## src/rtl/yoda_filter_pkg.sv

```systemverilog
// Shared types and helpers for the median-filter window tracker.
package yoda_filter_pkg;

  localparam int DEF_WINDOW_SIZE = 3;
  localparam int DEF_DATA_WIDTH  = 24;
  localparam int DEF_BUS_WIDTH   = 32;
  localparam int DEF_IMG_WIDTH   = 512;
  localparam int DEF_IMG_HEIGHT  = 512;
  localparam int DEF_TIMEOUT_CYC = 1024;

  typedef enum logic [2:0] {
    ST_IDLE,
    ST_SETUP,
    ST_ISSUE,
    ST_WAIT,
    ST_WRITE,
    ST_FIN
  } tracker_state_e;

  // Number of valid window origins along one image dimension.
  function automatic int out_dim(input int img_dim, input int win);
    return img_dim - win + 1;
  endfunction

endpackage

```

## src/rtl/window_coord_counter.sv

```systemverilog
// Raster-order (row, col) counter over the window-origin grid.
module window_coord_counter
  import yoda_filter_pkg::*;
#(
  parameter int BUS_WIDTH = DEF_BUS_WIDTH,
  parameter int OUT_W     = 3,
  parameter int OUT_H     = 3
) (
  input  logic                 clk,
  input  logic                 rst,
  input  logic                 clr,
  input  logic                 adv,
  output logic [BUS_WIDTH-1:0] row,
  output logic [BUS_WIDTH-1:0] col,
  output logic                 last
);

  localparam logic [BUS_WIDTH-1:0] COL_MAX = BUS_WIDTH'(OUT_W - 1);
  localparam logic [BUS_WIDTH-1:0] ROW_MAX = BUS_WIDTH'(OUT_H - 1);
  localparam logic [BUS_WIDTH-1:0] ONE     = BUS_WIDTH'(1);

  logic [BUS_WIDTH-1:0] row_q, row_d;
  logic [BUS_WIDTH-1:0] col_q, col_d;

  // Next coordinate: clear has priority, advance wraps the column into the next row.
  always_comb begin
    row_d = row_q;
    col_d = col_q;
    if (clr) begin
      row_d = '0;
      col_d = '0;
    end else if (adv) begin
      if (col_q == COL_MAX) begin
        col_d = '0;
        row_d = row_q + ONE;
      end else begin
        col_d = col_q + ONE;
      end
    end
  end

  // Coordinate registers.
  always_ff @(posedge clk) begin
    if (rst) begin
      row_q <= '0;
      col_q <= '0;
    end else begin
      row_q <= row_d;
      col_q <= col_d;
    end
  end

  assign row  = row_q;
  assign col  = col_q;
  assign last = (row_q == ROW_MAX) && (col_q == COL_MAX);

endmodule

```

## src/rtl/window_index_tracker.sv

```systemverilog
// Sweeps every window origin in raster order, handshakes each window with the
// median filter and forwards the returned pixel to the result memory.
module window_index_tracker
  import yoda_filter_pkg::*;
#(
  parameter int WINDOW_SIZE = DEF_WINDOW_SIZE,
  parameter int DATA_WIDTH  = DEF_DATA_WIDTH,
  parameter int BUS_WIDTH   = DEF_BUS_WIDTH,
  parameter int IMG_WIDTH   = DEF_IMG_WIDTH,
  parameter int IMG_HEIGHT  = DEF_IMG_HEIGHT,
  parameter int TIMEOUT_CYC = DEF_TIMEOUT_CYC
) (
  input  logic                  Tracker_CLK,
  input  logic                  Tracker_RST,
  input  logic                  Tracker_START,
  output logic                  Tracker_BUSY,
  output logic                  Tracker_DONE,
  output logic                  Tracker_ERR,
  output logic                  Tracker_FEN,
  output logic [BUS_WIDTH-1:0]  Tracker_sROW,
  output logic [BUS_WIDTH-1:0]  Tracker_sCOL,
  input  logic [DATA_WIDTH-1:0] Tracker_FOUT,
  input  logic                  Tracker_FILTDRDY,
  output logic [BUS_WIDTH-1:0]  Tracker_WADDR,
  output logic [DATA_WIDTH-1:0] Tracker_WDATA,
  output logic                  Tracker_WVALID,
  input  logic                  Tracker_WREADY
);

  localparam int OUT_W = out_dim(IMG_WIDTH, WINDOW_SIZE);
  localparam int OUT_H = out_dim(IMG_HEIGHT, WINDOW_SIZE);
  localparam longint OUT_CNT = longint'(OUT_W) * longint'(OUT_H);
  localparam int TMO_W = $clog2(TIMEOUT_CYC + 1);
  localparam logic [TMO_W-1:0]     TMO_LAST = TMO_W'(TIMEOUT_CYC - 1);
  localparam logic [TMO_W-1:0]     TMO_ONE  = TMO_W'(1);
  localparam logic [BUS_WIDTH-1:0] OUT_W_B  = BUS_WIDTH'(OUT_W);

  // Reject parameter sets whose output grid is empty or cannot be addressed.
  if (OUT_W < 1 || OUT_H < 1) begin : g_chk_grid
    $error("window_index_tracker: window larger than image");
  end
  if (BUS_WIDTH < 63 && OUT_CNT > (longint'(1) << BUS_WIDTH)) begin : g_chk_addr
    $error("window_index_tracker: OUT_W*OUT_H does not fit BUS_WIDTH");
  end
  if (TIMEOUT_CYC < 1) begin : g_chk_tmo
    $error("window_index_tracker: TIMEOUT_CYC must be at least 1");
  end

  tracker_state_e        state_q, state_d;
  logic [TMO_W-1:0]      tmo_q, tmo_d;
  logic                  drdy_prev_q, drdy_prev_d;
  logic [DATA_WIDTH-1:0] wdata_q, wdata_d;
  logic                  err_q, err_d;
  logic                  accept;
  logic                  ctr_clr;
  logic                  ctr_adv;
  logic [BUS_WIDTH-1:0]  row;
  logic [BUS_WIDTH-1:0]  col;
  logic                  last;

  window_coord_counter #(
    .BUS_WIDTH(BUS_WIDTH),
    .OUT_W    (OUT_W),
    .OUT_H    (OUT_H)
  ) u_coord (
    .clk (Tracker_CLK),
    .rst (Tracker_RST),
    .clr (ctr_clr),
    .adv (ctr_adv),
    .row (row),
    .col (col),
    .last(last)
  );

  // Next-state logic; edge history is forced high in ISSUE so a level that is
  // already high when WAIT begins has to drop and rise again to count.
  always_comb begin
    state_d     = state_q;
    tmo_d       = tmo_q;
    drdy_prev_d = Tracker_FILTDRDY;
    wdata_d     = wdata_q;
    err_d       = err_q;
    ctr_clr     = 1'b0;
    ctr_adv     = 1'b0;
    accept      = (state_q == ST_WAIT) && Tracker_FILTDRDY && !drdy_prev_q;
    case (state_q)
      ST_IDLE: begin
        if (Tracker_START) begin
          err_d   = 1'b0;
          ctr_clr = 1'b1;
          state_d = ST_SETUP;
        end
      end
      ST_SETUP: begin
        state_d = ST_ISSUE;
      end
      ST_ISSUE: begin
        tmo_d       = '0;
        drdy_prev_d = 1'b1;
        state_d     = ST_WAIT;
      end
      ST_WAIT: begin
        if (accept) begin
          wdata_d = Tracker_FOUT;
          state_d = ST_WRITE;
        end else if (tmo_q == TMO_LAST) begin
          err_d   = 1'b1;
          ctr_clr = 1'b1;
          state_d = ST_IDLE;
        end else begin
          tmo_d = tmo_q + TMO_ONE;
        end
      end
      ST_WRITE: begin
        if (Tracker_WREADY) begin
          if (last) begin
            state_d = ST_FIN;
          end else begin
            ctr_adv = 1'b1;
            state_d = ST_SETUP;
          end
        end
      end
      ST_FIN: begin
        ctr_clr = 1'b1;
        state_d = ST_IDLE;
      end
      default: begin
        state_d = ST_IDLE;
      end
    endcase
  end

  // State, timeout counter, edge history, result data and error flag.
  always_ff @(posedge Tracker_CLK) begin
    if (Tracker_RST) begin
      state_q     <= ST_IDLE;
      tmo_q       <= '0;
      drdy_prev_q <= 1'b0;
      wdata_q     <= '0;
      err_q       <= 1'b0;
    end else begin
      state_q     <= state_d;
      tmo_q       <= tmo_d;
      drdy_prev_q <= drdy_prev_d;
      wdata_q     <= wdata_d;
      err_q       <= err_d;
    end
  end

  assign Tracker_BUSY   = (state_q != ST_IDLE);
  assign Tracker_DONE   = (state_q == ST_FIN);
  assign Tracker_ERR    = err_q;
  assign Tracker_FEN    = (state_q == ST_ISSUE) || (state_q == ST_WAIT);
  assign Tracker_WVALID = (state_q == ST_WRITE);
  assign Tracker_sROW   = row;
  assign Tracker_sCOL   = col;
  assign Tracker_WADDR  = row * OUT_W_B + col;
  assign Tracker_WDATA  = wdata_q;

endmodule

```

## config.mk

```make
export PLATFORM = sky130hd
export DESIGN_NAME = window_index_tracker
export DESIGN_NICKNAME = d
export VERILOG_FILES = /design/src/rtl/yoda_filter_pkg.sv /design/src/rtl/window_coord_counter.sv /design/src/rtl/window_index_tracker.sv
export SDC_FILE = /design/constraint.sdc
export NUM_CORES = 1
export LEC_CHECK = 0
export BUFFER_PORTS_ARGS = -buffer_cell sky130_fd_sc_hd__buf_2
export CAP_MARGIN = 25
export CORE_MARGIN = 2
export CORE_UTILIZATION = 56
export CTS_CLUSTER_SIZE = 16
export DETAILED_ROUTE_END_ITERATION = 8
export GPL_ROUTABILITY_DRIVEN = 0
export PLACE_DENSITY = 0.87
export SKIP_LAST_GASP = 1
export SLEW_MARGIN = 20
export SYNTH_ARGS = -nofsm -noshare
export SYNTH_HDL_FRONTEND = slang
export SYNTH_HIERARCHICAL = 1
export SYNTH_SLANG_ARGS = --single-unit
```

## constraint.sdc

```tcl
create_clock -name Tracker_CLK -period 12.3 [get_ports Tracker_CLK]
set_input_delay 0.615 -clock Tracker_CLK [delete_from_list [all_inputs] [get_ports Tracker_CLK]]
set_output_delay 0.615 -clock Tracker_CLK [all_outputs]
set_load 0.1 [all_outputs]
```

== Word level (Yosys, flattened, before mapping) ==
Cells that the tools add are included.

* Memory bits (read-only): 0
* Register bits: 104
* Memories: 0
* Input port bits: 29
* Latch bits: 0
* RAM bits: 0
* Word-level logic and storage cells: 63

* Bitwise operators: 0
* Equality and inequality tests: 14
* Shift-type cells: 0
* Mux-type cells: 22
* $mul: 1
* Div/mod/pow operators: 0
* $add $sub $neg: 4
* Reductions and logical operators: 15
* Order comparisons: 0

{| class="wikitable"
|+ Operators with widths
! operator !! number
|-
| 32-bit by 1-bit adder with 32-bit output, second input constant || 2
|-
| 32-bit by 9-bit equality test with 1-bit output, second input constant || 2
|-
| 32-bit adder || 1
|-
| 32-bit by 8-bit multiplier with 31-bit output, second input constant || 1
|-
| 32-bit two-way mux || 1
|-
| 11-bit two-way mux || 2
|-
| 11-bit one-hot mux with 2 select lines || 1
|-
| 3-bit two-way mux || 5
|-
| 3-bit one-hot mux with 5 select lines || 1
|-
| 11-bit by 1-bit adder with 11-bit output, second input constant || 1
|-
| 11-bit by 10-bit equality test with 1-bit output, second input constant || 1
|-
| 1-bit two-way mux || 10
|-
| 3-bit by 2-bit equality test with 1-bit output, second input constant || 2
|-
| 3-bit equality test, second input constant || 2
|-
| 2-bit inequality test, second input constant || 3
|-
| 3-bit AND reduction || 2
|-
| 2-bit by 1-bit inequality test with 1-bit output, second input constant || 2
|-
| 2-bit AND reduction || 2
|-
| 4-bit AND reduction || 1
|-
| 2-bit nonzero test || 2
|-
| 3-bit by 1-bit equality test with 1-bit output, second input constant || 1
|-
| 1-bit logical AND || 3
|-
| 3-bit logical NOT || 1
|-
| 3-bit by 2-bit inequality test with 1-bit output, second input constant || 1
|-
| 6 further kinds || 6
|}

== Logic depth before layout (Yosys ltp) ==
Gate-level depths: netlist of run 1.

* Depth after elaboration: 6
* Gate-level depth with buffers: 28

== By module ==
Netlist of run 1, hierarchy kept.

{| class="wikitable"
|+ Modules (own cells, without submodules)
! module !! area an instance (um2) !! instances !! seq. area each (um2) !! cells each
|-
| window_index_tracker || 7734.9 || 1 || 800.8 || 888
|-
| window_coord_counter || 3208.1 || 1 || 1281.2 || 383
|}

== Worst setup path before layout of run 1 ==
OpenSTA, ideal clock, no wires.

* Kind: register to output
* From: reg u_coord.row_q[4], in the netlist u_coord/row[4]
* To: out Tracker_WADDR[29]
* Cell stages (with the launch flop): 28
* Slack: 3.538 ns
* Required time: 11.685 ns
* Arrival: 8.147 ns
* Path buffers: 0
* Cell sequence: dfxtp_1 -> inv_1 -> fa_1 -> inv_1 -> fa_1 -> fa_1 -> inv_1 -> fa_1 -> inv_1 -> ha_1 -> a21oi_1 -> o31ai_2 -> o21a_1 -> a31oi_1 -> inv_1 -> o41a_1 -> a21o_1 -> a21oi_1 -> xnor2_1 -> ha_1 -> or2_1 -> a21oi_2 -> nor3_1 -> o21ai_0 -> nand3_2 -> a22o_1 -> nor2_1 -> xnor2_1

* Longest elaborated chain between the ends: 2

{| class="wikitable"
|+ Ends and longest elaborated chain
! element !! line !! RTL
|-
| from (decl) || window_coord_counter.sv:22 || <nowiki>logic [BUS_WIDTH-1:0] row_q, row_d;</nowiki>
|-
| from (signal assigned) || window_coord_counter.sv:48 || <nowiki>row_q <= row_d;</nowiki>
|-
| 32-bit by 8-bit multiplier with 31-bit output || window_index_tracker.sv:158 || <nowiki>assign Tracker_WADDR = row * OUT_W_B + col;</nowiki>
|-
| 32-bit adder || window_index_tracker.sv:158 ||
|-
| to (decl) || window_index_tracker.sv:24 || <nowiki>output logic [BUS_WIDTH-1:0] Tracker_WADDR,</nowiki>
|}

Every way passes these cells.

== Final worst setup path of run 1 ==
* From: reg u_coord.row_q[3], in the netlist u_coord/row[3]
* To: out Tracker_WADDR[31]

Same word-level chain as after synthesis.

==> results of run 1 <==
critical path: cells and delay by family, from the launching register on:
family / cells / cell delay (ns)
and+or+nand+nor: 2 / 0.43
AOI/OAI and AO/OA: 12 / 2.49
buffers and inverters: 6 / 0.80
DFF: 1 / 0.52
xor gates and xnor gates: 2 / 0.56
adders and majority gates: 6 / 2.75
worst max path at each step:
stage	slack (ns)	endpoint	startpoint	depth (start not counted)
2_1_floorplan	3.54	Tracker_WADDR[29]	u_coord/row[4]$_SDFFE_PP0P_	27
3_3_place_gp	4.41	Tracker_WADDR[31]	u_coord/row[3]$_SDFFE_PP0P_	28
3_5_place_dp	4.19	Tracker_WADDR[31]	u_coord/row[3]$_SDFFE_PP0P_	28
4_1_cts	3.77	Tracker_WADDR[31]	u_coord/row[3]$_SDFFE_PP0P_	28
5_1_grt	3.20	Tracker_WADDR[31]	u_coord/row[3]$_SDFFE_PP0P_	28
6_report	3.75	Tracker_WADDR[31]	u_coord/row[3]$_SDFFE_PP0P_	28
area by class of cell:
class,instances,area [sq um],area share [%]
clock buffers,9,225,1.83
clock inverters,7,88.8,0.724
inverters,222,833,6.79
multi-input cells,916,7910,64.5
flip-flops and latches,104,2080,17.0
well taps,265,332,2.70
repair buffers,157,800,6.51
through the flow:
step           hold WS (ns)  power [uW]
4_1_cts               0.456         692
5_1_grt               0.460         710
2_1_floorplan         0.458         377
3_3_place_gp          0.439         387
6_report              0.457         689
3_5_place_dp          0.444         388
layer usage:
layer / up-vias / wire, microns / track usage (%)
met5: - / 0 / 0
met4: 0 / 948 / 10.9
met3: 66 / 1650 / 5.60
met2: 301 / 13200 / 43.0
met1: 4567 / 10800 / 33.0
li1: 4557 / - / -
power by group through the flow:
stage / Sequential, uW / Clock, uW / Combinational, uW
global route: 341 / 326 / 42.3
detailed placement: 349 / 0 / 39.4
global placement: 349 / 0 / 38.9
floorplan: 355 / 0 / 22.9
finish: 341 / 309 / 39.7
CTS: 341 / 311 / 39.5
registers in the layout, indices dropped and copies added, names as in the netlist:
signal and cells:
u_coord/col 32, drdy_prev_q 1, Tracker_WDATA 24, state_q 3
tmo_q 11, u_coord/row 32, Tracker_ERR 1
cell usage in the layout, fill, tap and decap left out, types with 5 or more instances in the layout:
cell type,synthesis,final
o21a_1,10,10
fa_1,128,128
a21o_1,26,26
or3_1,16,16
xnor2_1,64,64
o21ai_0,31,31
clkbuf_16,0,9
nand2b_1,8,8
or2_2,5,5
and2_1,5,5
or4_1,14,14
nand4_1,26,26
a211oi_1,6,6
o31ai_1,14,14
xor2_1,33,33
dfxtp_1,104,104
nor2_1,88,88
o21bai_1,8,8
inv_1,222,222
buf_2,1,153
nand2_1,89,89
nand3_1,29,29
nor3_1,11,11
and3_1,15,15
a21oi_1,113,113
ha_1,75,75
and4_1,13,13
nor4_1,15,15
kinds of logic (layout without fill, tap and decap cells):
family | count (synthesis) | after routing | synth area share, %
and+or+nand+nor | 359 | 359 | 17.1
AOI/OAI and AO/OA | 255 | 255 | 15.1
buffers and inverters | 251 | 395 | 8.66
adders and majority gates | 203 | 203 | 32.0
DFF | 104 | 104 | 19.0
xor gates and xnor gates | 98 | 98 | 7.97
muxes | 1 | 1 | 0.103
==> results.txt, run 1 <==
# diodes - 0
R2R cell count - 12
Synth area leaders - fa_1, dfxtp_1, ha_1
Synth Instances - 1271
YS warnings - 6
pin count of the biggest net entering global routing - 36
status - finished, final reports clean
I/O Buffers - 153
Yosys cell types - 79
post-DP HPWL - 21.0 mm
TritonCTS buffer count - 9
DRC viols - 0
CTS Root Cell - clkbuf_16
first-pass GRT wire length - 42.9 mm
Post-synth EDFFs - 0
critical-path maximum fanout - 10
crit path DAT - 7.94 ns
total number of vias - 9491
Die ar. - 0.0207 sq mm
type of the worst setup path - reg -> out
Hold Vio Cnt, Final - 0
max-cap viol count - 0
Reg power frac - 49.4%
Final Core Density - 63.5%
worst slew pin tran - 0.961 ns
combinational power share - 5.8%
Pwr per Cell Area - 56.2 mW/mm^2
Hold Crit Depth - 2
R2R setup slack - 8.53 ns
effective utilization at floorplan - 56.6%
Placed Area - 0.0120 sq mm
crit path time final - 8.55 ns
core area - 0.0193 sq mm
Post-Place Cells - 1664
# hold bufs at CTS - 0
startpoint types - flip-flop
sw frac - 28.1%
average wire per standard cell - 15.9 microns
Filler cells - 1595
# H-tree levels - 3
# setup viols final - 0
# Post-CTS Setup Buffers - 0
Synth async-reset ratio - 0%
I/O pin cnt - 154
top cells by count, synth - inv_1, fa_1, a21oi_1
Die H - 144 microns
critical path endpoint category - primary output
FF-to-FF End - u_coord/row[26]$_SDFFE_PP0P_
number of antenna violations at the first check in global routing - 0
most instantiated library cell after synthesis - inv_1
Mapped Area - 0.0109 sq mm
CTS resizes - 0
Area Growth Syn to Fin - 12.2%
hold path start - Tracker_WDATA[3]$_SDFFE_PP0P_
WL final - 26.7 mm
Critical Path Most Common Cell - inv_1
CP max stage delay - 0.56 ns
Clock Latency Late Sink - 0.37 ns
pre-CTS setup slack - 4.19 ns
Via density - 5.65
largest area contributor in the netlist - fa_1
clk sinks - 104
Internal Power - 496 uW
Main synth FF type - dfxtp_1
Worst path slowest cell - fa_1
#FFs+latches synth - 104
fin area - 0.0123 sq mm
Seq/Total Area, Yosys - 19.0%
Routed Antenna Nets - 0
Avg Inst Size Synth - 8.61 sq um
share of cells above drive strength 1 - 14.1%
Mapped Nets - 1503
site row count - 51
Setup TNS - 0 ns
final std cells w/o fill - 1680
Global Route Usage Sum - 26.0%
vias in the first global route - 8977
final worst path period share - 69.5%
CTS clk-pin slew, worst paths - 0.09 ns
DRT Pass-1 Iters - 5
Clk pwr share - 44.8%
Pleak - 0.00601 uW
Detailed Route Iter0 Violations - 761
CTS tree - built
nets - 1642
Worst Hold Path EP - Tracker_WDATA[3]$_SDFFE_PP0P_
worst setup margin - 3.75 ns
Max Root-Sink Buffers - 2
RR Startpoint - u_coord/row[1]$_SDFFE_PP0P_
Peak Freq - 117 MHz
peak supply drop - 0.0704 mV
Slew Limit Headroom - 35.7%
grt ovf - 0
Final Max Slew Viols - 0
Critical Path RT - 11.69 ns
Hold/Removal Path Class - reg -> reg
final worst clock skew - 0.0103 ns
Switch Pwr - 194 uW
Yosys top cell area share - 23.4%
Die W - 144 microns
RSZ-0062 raised after global routing - false
(Power assumes the default switching activity.)
==> run 2, diff against run 1 <==
- ABC_AREA: not set -> 1
- CORE_UTILIZATION: 56 -> 55
- PLACE_DENSITY: 0.87 -> 0.88
- clock period: 12.3 -> 7.35 ns (I/O delays scaled with it)
==> results.txt, run 2 <==
I/O pin cnt - 154 (unchanged)
first-pass GRT wire length - 61.3 mm (+43%)
Seq/Total Area, Yosys - 16.1% (-2.9 points)
CTS Root Cell - clkbuf_16
final worst path period share - 96.0%
Post-Place Cells - 2411 (+45%)
startpoint types - flip-flop
YS warnings - 6 (unchanged)
post-DP HPWL - 30.9 mm (+47%)
DRT Pass-1 Iters - 6 (+1)
# H-tree levels - 3 (unchanged)
share of cells above drive strength 1 - 11.3% (-2.9 points)
Critical Path RT - 6.98 ns (-4.71 ns)
# diodes - 0 (unchanged)
Final Core Density - 62.4% (-1.1 points)
Hold/Removal Path Class - in -> reg
peak supply drop - 0.143 mV (+100%)
WL final - 38.0 mm (+43%)
Mapped Area - 0.0129 sq mm (+18%)
CTS tree - built
Global Route Usage Sum - 30.8% (+4.8 points)
type of the worst setup path - reg -> out
Post-synth EDFFs - 0 (unchanged)
Worst path slowest cell - fa_1
Slew Limit Headroom - 36.7% (+0.98 points)
xor-xnor portion of the synthesized cell area - 5.08% (-2.9 points)
critical path endpoint category - primary output
Avg Inst Size Synth - 6.62 sq um (-23%)
TritonCTS buffer count - 9 (unchanged)
critical-path maximum fanout - 10 (unchanged)
average wire per standard cell - 15.6 microns (-1.5%)
final std cells w/o fill - 2430 (+45%)
most frequent cells in the layout - nand2_1, inv_1, nor2_1
Critical Path Most Common Cell - inv_1
Clock Latency Late Sink - 0.36 ns (about the same)
Synth async-reset ratio - 0% (unchanged)
Max Root-Sink Buffers - 2 (unchanged)
Yosys top cell area share - 19.8% (-3.6 points)
Die W - 157 microns (+9.5%)
I/O Buffers - 153 (unchanged)
Die ar. - 0.0248 sq mm (+20%)
Die H - 157 microns (+9.5%)
pin count of the biggest net entering global routing - 46 (+28%)
Pwr per Cell Area - 93.4 mW/mm^2 (+66%)
#FFs+latches synth - 104 (unchanged)
Routed Antenna Nets - 0 (unchanged)
DRC viols - 0 (unchanged)
Area Growth Syn to Fin - 12.2% (about the same)
Synth area leaders - fa_1, dfxtp_1, nand2_1
R2R setup slack - 3.78 ns (-4.75 ns)
Via density - 5.51 (-2.4%)
Synth Area in Adders - 27.0% (-4.9 points)
crit path time final - 7.06 ns
Setup TNS - 0 ns (unchanged)
largest family of logic cells by synthesized area - simple AND/OR/NAND/NOR gates
top cells by count, synth - nand2_1, inv_1, nor2_1
Peak Freq - 142 MHz
Mapped Nets - 2186 (+45%)
Detailed Route Iter0 Violations - 1530 (+100%)
CTS clk-pin slew, worst paths - 0.08 ns (about the same)
core area - 0.0233 sq mm (+20%)
nets - 2338 (+42%)
critical path cell sequence - fa_1 > inv_1 > fa_1 > inv_1 > fa_1 > inv_1 > fa_1 > inv_1 > ha_1 > nand2_1 > inv_1 > a21oi_1 > nand3_1 > a21oi_1 > xnor2_2 > ha_1 > nand2_1 > nor2_1 > inv_1 > nor2_1 > nand3_1 > nand2_1 > xor2_2 > buf_4
Yosys cell types - 46 (-42%)
most common cell after layout, fill and taps aside - nand2_1
total number of vias - 13394 (+41%)
Synth Instances - 1954 (+54%)
hold_ws - 0.221 ns (-0.236 ns)
CP max stage delay - 0.65 ns (+0.09 ns)
mux cell area share after synthesis - 0% (-0.10 points)
site row count - 56 (+9.8%)
Compound-Gate Fraction of Synth Area - 9.08% (-6.1 points)
Final Max Slew Viols - 0 (unchanged)
final worst clock skew - 0.0144 ns (+0.00406 ns)
# setup viols final - 0 (unchanged)
Filler cells - 2070 (+30%)
critical path's top delay family - adder cells
most instantiated library cell after synthesis - nand2_1
Main synth FF type - dfxtp_1
Pleak - 0.00747 uW (+24%)
largest area contributor in the netlist - fa_1
vias in the first global route - 13154 (+47%)
fraction of the mapped netlist area in simple logic gates - 31.3% (+14 points)
grt ovf - 0 (unchanged)
WP buf/inv - 7 (+1)
status - finished, final reports clean
Design Power - 1360 uW (+97%)
worst slew pin tran - 0.948 ns (-0.0134 ns)
max-cap viol count - 0 (unchanged)
Hold Vio Cnt, Final - 0 (unchanged)
clk sinks - 104 (unchanged)
crit path DAT - 6.69 ns (-1.25 ns)
effective utilization at floorplan - 55.6% (-0.96 points)
number of antenna violations at the first check in global routing - 0 (unchanged)
## run 2: tightest hold or removal path: stages
cell    delay, ns
buf_2        0.08
nor2_1       0.03
nor2_1       0.08
## run 2: repair_timing
action                     4_1_cts  5_1_grt
gates resized for setup          1       29
setup endpoints to repair        1       18
buffers inserted                 0        3
hold buffers                     0        0
## run 2: path summary, 6_finish.rpt
kind,startpoint,to,cells past startpoint
worst max-delay path,u_coord/row[9]$_SDFFE_PP0P_,Tracker_WADDR[23],24
worst min-delay path,Tracker_FOUT[8],Tracker_WDATA[8]$_SDFFE_PP0P_,3
worst max register to register,u_coord/row[1]$_SDFFE_PP0P_,u_coord/row[8]$_SDFFE_PP0P_,10
worst min register to register,tmo_q[10]$_SDFFE_PP0P_,tmo_q[10]$_SDFFE_PP0P_,2
## run 2: metrics by stage
stage	area, sq um	worst slack, ns
2_1_floorplan	13000	0.0807
3_3_place_gp	14100	0.505
3_5_place_dp	14100	0.391
4_1_cts	14400	0.00682
5_1_grt	14500	-0.0209
6_report	14500	0.292
## run 2: layout make-up
| type | count | area [sq um] | area share [%] |
|---|---|---|---|
| well taps | 319 | 399 | 2.75 |
| clock inverters | 6 | 63.8 | 0.440 |
| flip-flops and latches | 104 | 2090 | 14.4 |
| clock buffers | 10 | 229 | 1.58 |
| repair buffers | 163 | 867 | 5.97 |
| inverters | 361 | 1360 | 9.39 |
| multi-input cells | 1467 | 9500 | 65.4 |
## run 2: report_power, final
group | internal [uW] | switching, uW
combinational | 45.4 | 228
sequential | 578 | 14.3
clock | 240 | 250
total | 864 | 493
## run 2: cells by family (layout without fill, tap and decap cells)
kind of cell	after synthesis	after routing
and+or+nand+nor	975	975
buffers and inverters	383	540
AOI/OAI and AO/OA	214	214
adders and majority gates	203	203
DFF	104	104
xor gates and xnor gates	75	75
## run 2: layer usage
layer  GRT usage [%]  wire [microns]  share of wire (%)
met4            18.2            2060                5.4
met1            37.5           15000                 39
met3            4.35            3000                7.9
met5               0               0                  0
met2            52.0           18000                 47
